--- src/rtl/avalon_input_pio_irq_if.sv ---
// Avalon-MM slave bus bundle shared by the input PIO and its bus master.
// Combinational bundle; no storage, no backpressure (fixed-latency slave).
// Single-word bus: 2-bit word address, 32-bit data, no waitrequest.
interface avalon_input_pio_irq_if;
    logic [1:0]  address;
    logic        chipselect;
    logic        write_n;
    logic [31:0] writedata;
    logic [31:0] readdata;

    modport master (
        output address,
        output chipselect,
        output write_n,
        output writedata,
        input  readdata
    );

    modport slave (
        input  address,
        input  chipselect,
        input  write_n,
        input  writedata,
        output readdata
    );
endinterface

--- src/rtl/avalon_input_pio_irq.sv ---
// Avalon-MM input PIO: synchronised inputs, edge capture (W1C), per-bit IRQ mask, level irq.
// Latency: readdata 1 cycle; in_port to edge_capture SYNC_STAGES+1 cycles (+debounce time if enabled).
// Backpressure: none, slave always accepts. Optional debounce: `define AVALON_INPUT_PIO_DEBOUNCE_EN.
module avalon_input_pio_irq #(
    parameter int              WIDTH           = 8,
    parameter int              EDGE_TYPE       = 0,
    parameter int              SYNC_STAGES     = 2,
    parameter int              DEBOUNCE_CYCLES = 50000,
    parameter logic [WIDTH-1:0] RESET_MASK     = '0
) (
    input  logic                    clk,
    input  logic                    reset_n,
    avalon_input_pio_irq_if.slave   bus,
    input  logic [WIDTH-1:0]        in_port,
    output logic                    irq
);

    if (WIDTH < 1 || WIDTH > 32 || SYNC_STAGES < 2 || SYNC_STAGES > 4 ||
        EDGE_TYPE < 0 || EDGE_TYPE > 2 || DEBOUNCE_CYCLES < 2) begin : g_param_err
        $error("avalon_input_pio_irq: parameter out of range");
    end

    if (WIDTH < 32) begin : g_wd_upper
        logic unused_wd_upper;
        assign unused_wd_upper = &{1'b0, bus.writedata[31:WIDTH]};
    end

    localparam logic [2:0] PRIME_DONE = 3'(SYNC_STAGES + 1);

    logic [SYNC_STAGES-1:0][WIDTH-1:0] sync_q;
    logic [WIDTH-1:0]                  sync_last;
    logic [WIDTH-1:0]                  stable;
    logic [WIDTH-1:0]                  prev;
    logic [2:0]                        prime_cnt;
    logic                              primed;
    logic [WIDTH-1:0]                  edge_raw;
    logic [WIDTH-1:0]                  detect;
    logic [WIDTH-1:0]                  edge_capture;
    logic [WIDTH-1:0]                  irq_mask;
    logic [WIDTH-1:0]                  capture_clr;
    logic                              wr_en;
    logic [31:0]                       rd_next;

    always_ff @(posedge clk or negedge reset_n) begin
        if (!reset_n) begin
            sync_q <= '0;
        end else begin
            sync_q <= {sync_q[SYNC_STAGES-2:0], in_port};
        end
    end

    assign sync_last = sync_q[SYNC_STAGES-1];

`ifdef AVALON_INPUT_PIO_DEBOUNCE_EN
    localparam int              CNT_W   = $clog2(DEBOUNCE_CYCLES);
    localparam logic [CNT_W-1:0] CNT_MAX = CNT_W'(DEBOUNCE_CYCLES - 1);

    logic [CNT_W-1:0] db_cnt [WIDTH];

    // A bit moves to stable only after it has disagreed for DEBOUNCE_CYCLES consecutive cycles.
    always_ff @(posedge clk or negedge reset_n) begin
        if (!reset_n) begin
            stable <= '0;
            for (int i = 0; i < WIDTH; i++) begin
                db_cnt[i] <= '0;
            end
        end else begin
            for (int i = 0; i < WIDTH; i++) begin
                if (sync_last[i] == stable[i]) begin
                    db_cnt[i] <= '0;
                end else if (db_cnt[i] == CNT_MAX) begin
                    stable[i] <= sync_last[i];
                    db_cnt[i] <= '0;
                end else begin
                    db_cnt[i] <= db_cnt[i] + 1'b1;
                end
            end
        end
    end
`else
    assign stable = sync_last;
`endif

    // Priming hides the reset-to-input transient so levels present at release are not seen as edges.
    always_ff @(posedge clk or negedge reset_n) begin
        if (!reset_n) begin
            prev      <= '0;
            prime_cnt <= '0;
        end else begin
            prev <= stable;
            if (prime_cnt != PRIME_DONE) begin
                prime_cnt <= prime_cnt + 3'd1;
            end
        end
    end

    assign primed = (prime_cnt == PRIME_DONE);

    always_comb begin
        edge_raw = stable ^ prev;
        case (EDGE_TYPE)
            1:       edge_raw = stable & ~prev;
            2:       edge_raw = ~stable & prev;
            default: edge_raw = stable ^ prev;
        endcase
        detect = primed ? edge_raw : '0;
    end

    assign wr_en       = bus.chipselect & ~bus.write_n;
    assign capture_clr = (wr_en && bus.address == 2'd3) ? bus.writedata[WIDTH-1:0] : '0;

    // Detect is OR'd after the clear so a same-cycle edge always survives.
    always_ff @(posedge clk or negedge reset_n) begin
        if (!reset_n) begin
            edge_capture <= '0;
            irq_mask     <= RESET_MASK;
        end else begin
            edge_capture <= (edge_capture & ~capture_clr) | detect;
            if (wr_en && bus.address == 2'd2) begin
                irq_mask <= bus.writedata[WIDTH-1:0];
            end
        end
    end

    assign irq = |(edge_capture & irq_mask);

    always_comb begin
        rd_next = '0;
        case (bus.address)
            2'd0:    rd_next[WIDTH-1:0] = stable;
            2'd2:    rd_next[WIDTH-1:0] = irq_mask;
            2'd3:    rd_next[WIDTH-1:0] = edge_capture;
            default: rd_next = '0;
        endcase
    end

    always_ff @(posedge clk or negedge reset_n) begin
        if (!reset_n) begin
            bus.readdata <= '0;
        end else begin
            bus.readdata <= rd_next;
        end
    end

endmodule

--- src/flat_wrapper.sv ---
// flat-port wrapper written by rule: the top's interface ports become plain ports
module avalon_input_pio_irq_flat 
#(
    parameter int              WIDTH           = 8,
    parameter int              EDGE_TYPE       = 0,
    parameter int              SYNC_STAGES     = 2,
    parameter int              DEBOUNCE_CYCLES = 50000,
    parameter logic [WIDTH-1:0] RESET_MASK     = '0
)
  (clk, reset_n, in_port, irq, bus_address, bus_chipselect, bus_write_n, bus_writedata, bus_readdata);
  avalon_input_pio_irq_if bus_i ();
  input  logic clk;
  input  logic reset_n;
  input  logic [WIDTH-1:0] in_port;
  output logic irq;
  input wire logic [$bits(bus_i.address)-1:0] bus_address;
  input wire logic [$bits(bus_i.chipselect)-1:0] bus_chipselect;
  input wire logic [$bits(bus_i.write_n)-1:0] bus_write_n;
  input wire logic [$bits(bus_i.writedata)-1:0] bus_writedata;
  output wire logic [$bits(bus_i.readdata)-1:0] bus_readdata;
  assign bus_i.address = bus_address;
  assign bus_i.chipselect = bus_chipselect;
  assign bus_i.write_n = bus_write_n;
  assign bus_i.writedata = bus_writedata;
  assign bus_readdata = bus_i.readdata;
  avalon_input_pio_irq #(.WIDTH(WIDTH), .EDGE_TYPE(EDGE_TYPE), .SYNC_STAGES(SYNC_STAGES), .DEBOUNCE_CYCLES(DEBOUNCE_CYCLES), .RESET_MASK(RESET_MASK)) u_core (.clk(clk), .reset_n(reset_n), .bus(bus_i), .in_port(in_port), .irq(irq));
endmodule
--- config.mk ---
export PLATFORM = sky130hd
export DESIGN_NAME = avalon_input_pio_irq_flat
export DESIGN_NICKNAME = d
export VERILOG_FILES = /design/src/rtl/avalon_input_pio_irq_if.sv /design/src/rtl/avalon_input_pio_irq.sv /design/src/flat_wrapper.sv
export SDC_FILE = /design/constraint.sdc
export NUM_CORES = 1
export LEC_CHECK = 0
export BUFFER_PORTS_ARGS = -buffer_cell sky130_fd_sc_hd__buf_2
export CAP_MARGIN = 40
export CELL_PAD_IN_SITES_DETAIL_PLACEMENT = 0
export CELL_PAD_IN_SITES_GLOBAL_PLACEMENT = 2
export CORE_UTILIZATION = 34
export DETAILED_ROUTE_END_ITERATION = 16
export HOLD_SLACK_MARGIN = 0.15
export PLACE_DENSITY_LB_ADDON = 0.1
export SYNTH_ARGS = -nofsm -noshare
export SYNTH_HDL_FRONTEND = slang
export SYNTH_SLANG_ARGS = --single-unit
--- constraint.sdc ---
create_clock -name clk -period 3.2 [get_ports clk]
set_clock_uncertainty 0.1 [all_clocks]
set_input_delay 0.32 -clock clk [delete_from_list [all_inputs] [get_ports clk]]
set_output_delay 0.32 -clock clk [all_outputs]
set_load 0.02 [all_outputs]
==> impl_metrics.env <==
export IMPL_status="complete, no violations"
export IMPL_vdd_drop_max_mv=0.276
export IMPL_reg2reg_setup_slack_ns=1.52
export IMPL_cts_setup_buffers=0
export IMPL_pwr_share_seq=0.528
export IMPL_drtIter0Drc=56
export IMPL_period_minus_slack_ns=1.68
export IMPL_vias=1122
export IMPL_whs_endpoint="u_core.irq_mask[1]"
export IMPL_track_usage=0.125
export IMPL_ctsResizeCount=0
export IMPL_syn2layout_area_growth_pct=15.4
export IMPL_hpwlAfterDp_um=2440
export IMPL_num_rows=28
export IMPL_r2r_end="u_core.prime_cnt[1]"
export IMPL_die_w_um=80.2
export IMPL_first_pass_iters=4
export IMPL_drt_wl_total_um=3680
export IMPL_antenna_cells=0
export IMPL_max_slew_margin=0.479
export IMPL_crit_required_ns=3.29
export IMPL_final_max_slew_viol_count=0
export IMPL_crit_path_max_fanout=12
export IMPL_crit_arrival_ns=1.77
export IMPL_drc=0
export IMPL_p_int_mw=1.04
export IMPL_worst_pin_slew_ns=0.779
export IMPL_pwr_share_clk=0.336
export IMPL_syn_area_per_cell_um2=14.4
export IMPL_fmax_ghz=0.595
export IMPL_finalWorstSetupSlack_ns=1.52
export IMPL_dieArea_um2=6430
export IMPL_clock_sinks=51
export IMPL_ys_seq_area_frac=0.614
export IMPL_start_util=0.351
export IMPL_post_route_period_util=0.525
export IMPL_rsz0062_at_grt="no"
export IMPL_cts_max_level=2
export IMPL_reg2regPathDepth=3
export IMPL_grt_overflow=0
export IMPL_p_sw_frac=0.244
export IMPL_startpoint_type="flop"
export IMPL_timing_hold_ws_ns=0.163
export IMPL_syn_area_um2=2080
export IMPL_power_density_nw_per_um2=573
export IMPL_criticalPathCategory="reg -> reg"
export IMPL_final_common_cell="dfrtp_1"
export IMPL_grt_pass1_wl_um=5800
export IMPL_io_pins=79
export IMPL_yosysUniqueCellTypes=21
export IMPL_finalSetupTns_ns=0
export IMPL_whs_path_depth=2
export IMPL_synthCells=144
export IMPL_clk_latency_ns=0.30
export IMPL_viasPerCell=4.30
export IMPL_hold_viol=0
export IMPL_clk_pin_slew_worst_paths_ns=0.10
export IMPL_core_area_um2=5920
export IMPL_end_kind="flop"
export IMPL_root_buffer="clkbuf_8"
export IMPL_hold_start="bus_writedata[1]"
export IMPL_layout_common_cells="51 x dfrtp_1, 30 x buf_2, 24 x conb_1"
export IMPL_finalSetupViolCount=0
export IMPL_ys_ff_latch=51
export IMPL_finalInstanceArea_um2=2400
export IMPL_dieHeight_um=80.2
export IMPL_gp_congestion=0.712
export IMPL_p_leak_nw=1.10
export IMPL_combPwrFrac=0.136
export IMPL_p_total_mw=1.37
export IMPL_grt_max_degree=36
export IMPL_finalNetCount=233
export IMPL_wl_per_cell_um=14.1
export IMPL_hold_path_class="in -> reg"
export IMPL_placed_cell_area_um2=2190
export IMPL_final_antenna_net_count=0
export IMPL_yosysWarnings=0
export IMPL_nFillCells=576
export IMPL_numCtsBuffers=5
export IMPL_grt_antenna_before_repair=0
export IMPL_portBuffers=30
export IMPL_p_sw_mw=0.335
export IMPL_drive_gt1_frac=0.306
export IMPL_grt_pass1_vias=1097
export IMPL_clk_path_buf_depth=2
export IMPL_dp_slack_ns=1.41
export IMPL_maxCapViolCount=0
export IMPL_r2r_start="u_core.prime_cnt[0]"
export IMPL_cts_tree="yes"
## repair_timing
action / CTS / global route
endpoints found under the setup margin: 0 / 0
hold buffers: 9 / 0
endpoints found under the hold margin: 42 / 0
## critical path, cell delays in order, from the launching register on
cell,delay [ns]
dfrtp_1,0.38
ha_1,0.18
ha_1,0.52
mux2_2,0.40
## flip-flops by register name, indices dropped and copies added (netlist names)
signal,flops
u_core.bus.readdata,8
u_core.prime_cnt,3
u_core.prev,8
u_core.edge_capture,8
u_core.irq_mask,8
u_core.stable,8
u_core.sync_q,8
## worst max path at each step
stage                        start                     end  slack [ns]  depth (start not counted)
3_5_place_dp        bus_address[1]      u_core.irq_mask[5]        1.41                          3
4_1_cts         u_core.irq_mask[0]                     irq        1.47                          3
3_3_place_gp        bus_address[0]      u_core.irq_mask[3]        1.42                          3
2_1_floorplan  u_core.prime_cnt[0]  u_core.edge_capture[0]        1.82                          4
5_1_grt         u_core.irq_mask[0]                     irq        1.42                          3
6_report       u_core.prime_cnt[0]     u_core.prime_cnt[1]        1.52                          3
## area by class of cell
type                    instances  area [um2]  area share
clock buffers                   6        82.6      0.0344
clock inverters                 2        35.0      0.0146
inverters                       1        3.75     0.00157
multi-input cells              86         658       0.275
flip-flops and latches         51        1280       0.532
well taps                      75        93.8      0.0391
repair buffers                 40         248       0.103
## stage by stage
| step | std cells | util |
|---|---|---|
| 3_5_place_dp | 244 | 0.370 |
| 3_3_place_gp | 244 | 0.370 |
| 6_report | 261 | 0.405 |
| 4_1_cts | 261 | 0.405 |
| 2_1_floorplan | 167 | - |
| 5_1_grt | 261 | 0.405 |
## synth_stat cells
cell | number | share of area
and4b_2 | 1 | 0.0054
dfrtp_1 | 51 | 0.61
nand2_1 | 9 | 0.016
buf_6 | 2 | 0.011
buf_4 | 24 | 0.087
mux2_2 | 9 | 0.049
a22o_1 | 16 | 0.067
clkbuf_8 | 1 | 0.0066
nand4_1 | 1 | 0.0030
buf_2 | 1 | 0.0024
nor2_1 | 1 | 0.0018
xor2_1 | 8 | 0.034
mux2_4 | 8 | 0.058
xnor2_1 | 1 | 0.0042
o21ai_0 | 1 | 0.0024
inv_1 | 1 | 0.0018
conb_1 | 1 | 0.0018
a22oi_1 | 4 | 0.014
ha_1 | 2 | 0.012
clkbuf_1 | 1 | 0.0018
and4bb_1 | 1 | 0.0060
## power by group through the flow
stage / Combinational (mW) / Sequential, mW / Clock (mW)
finish: 0.187 / 0.725 / 0.461
global placement: 0.178 / 0.738 / 0
global route: 0.205 / 0.732 / 0.502
floorplan: 0.134 / 0.747 / 0
CTS: 0.190 / 0.726 / 0.475
detailed placement: 0.180 / 0.738 / 0
## metal layers
| layer | vias up | wire length (um) | GRT usage |
|---|---|---|---|
| met2 | 28 | 1800 | 0.192 |
| met1 | 559 | 1700 | 0.168 |
| li1 | 530 | - | - |
| met5 | - | 0 | 0 |
| met3 | 5 | 141 | 0.0364 |
| met4 | 0 | 39 | 0.0464 |
## cell families (layout without fill, tap and decap cells)
family	after synthesis	in the layout	synth area share
simple gates	13	13	0.0325
buf+inv	30	49	0.110
flops	51	51	0.614
xor+xnor	9	9	0.0380
mux	17	17	0.107
fa+ha+maj	2	2	0.0120
other cells	1	24	0.00181
compound gates	21	21	0.0843
Power figures use the tool's default switching activity.
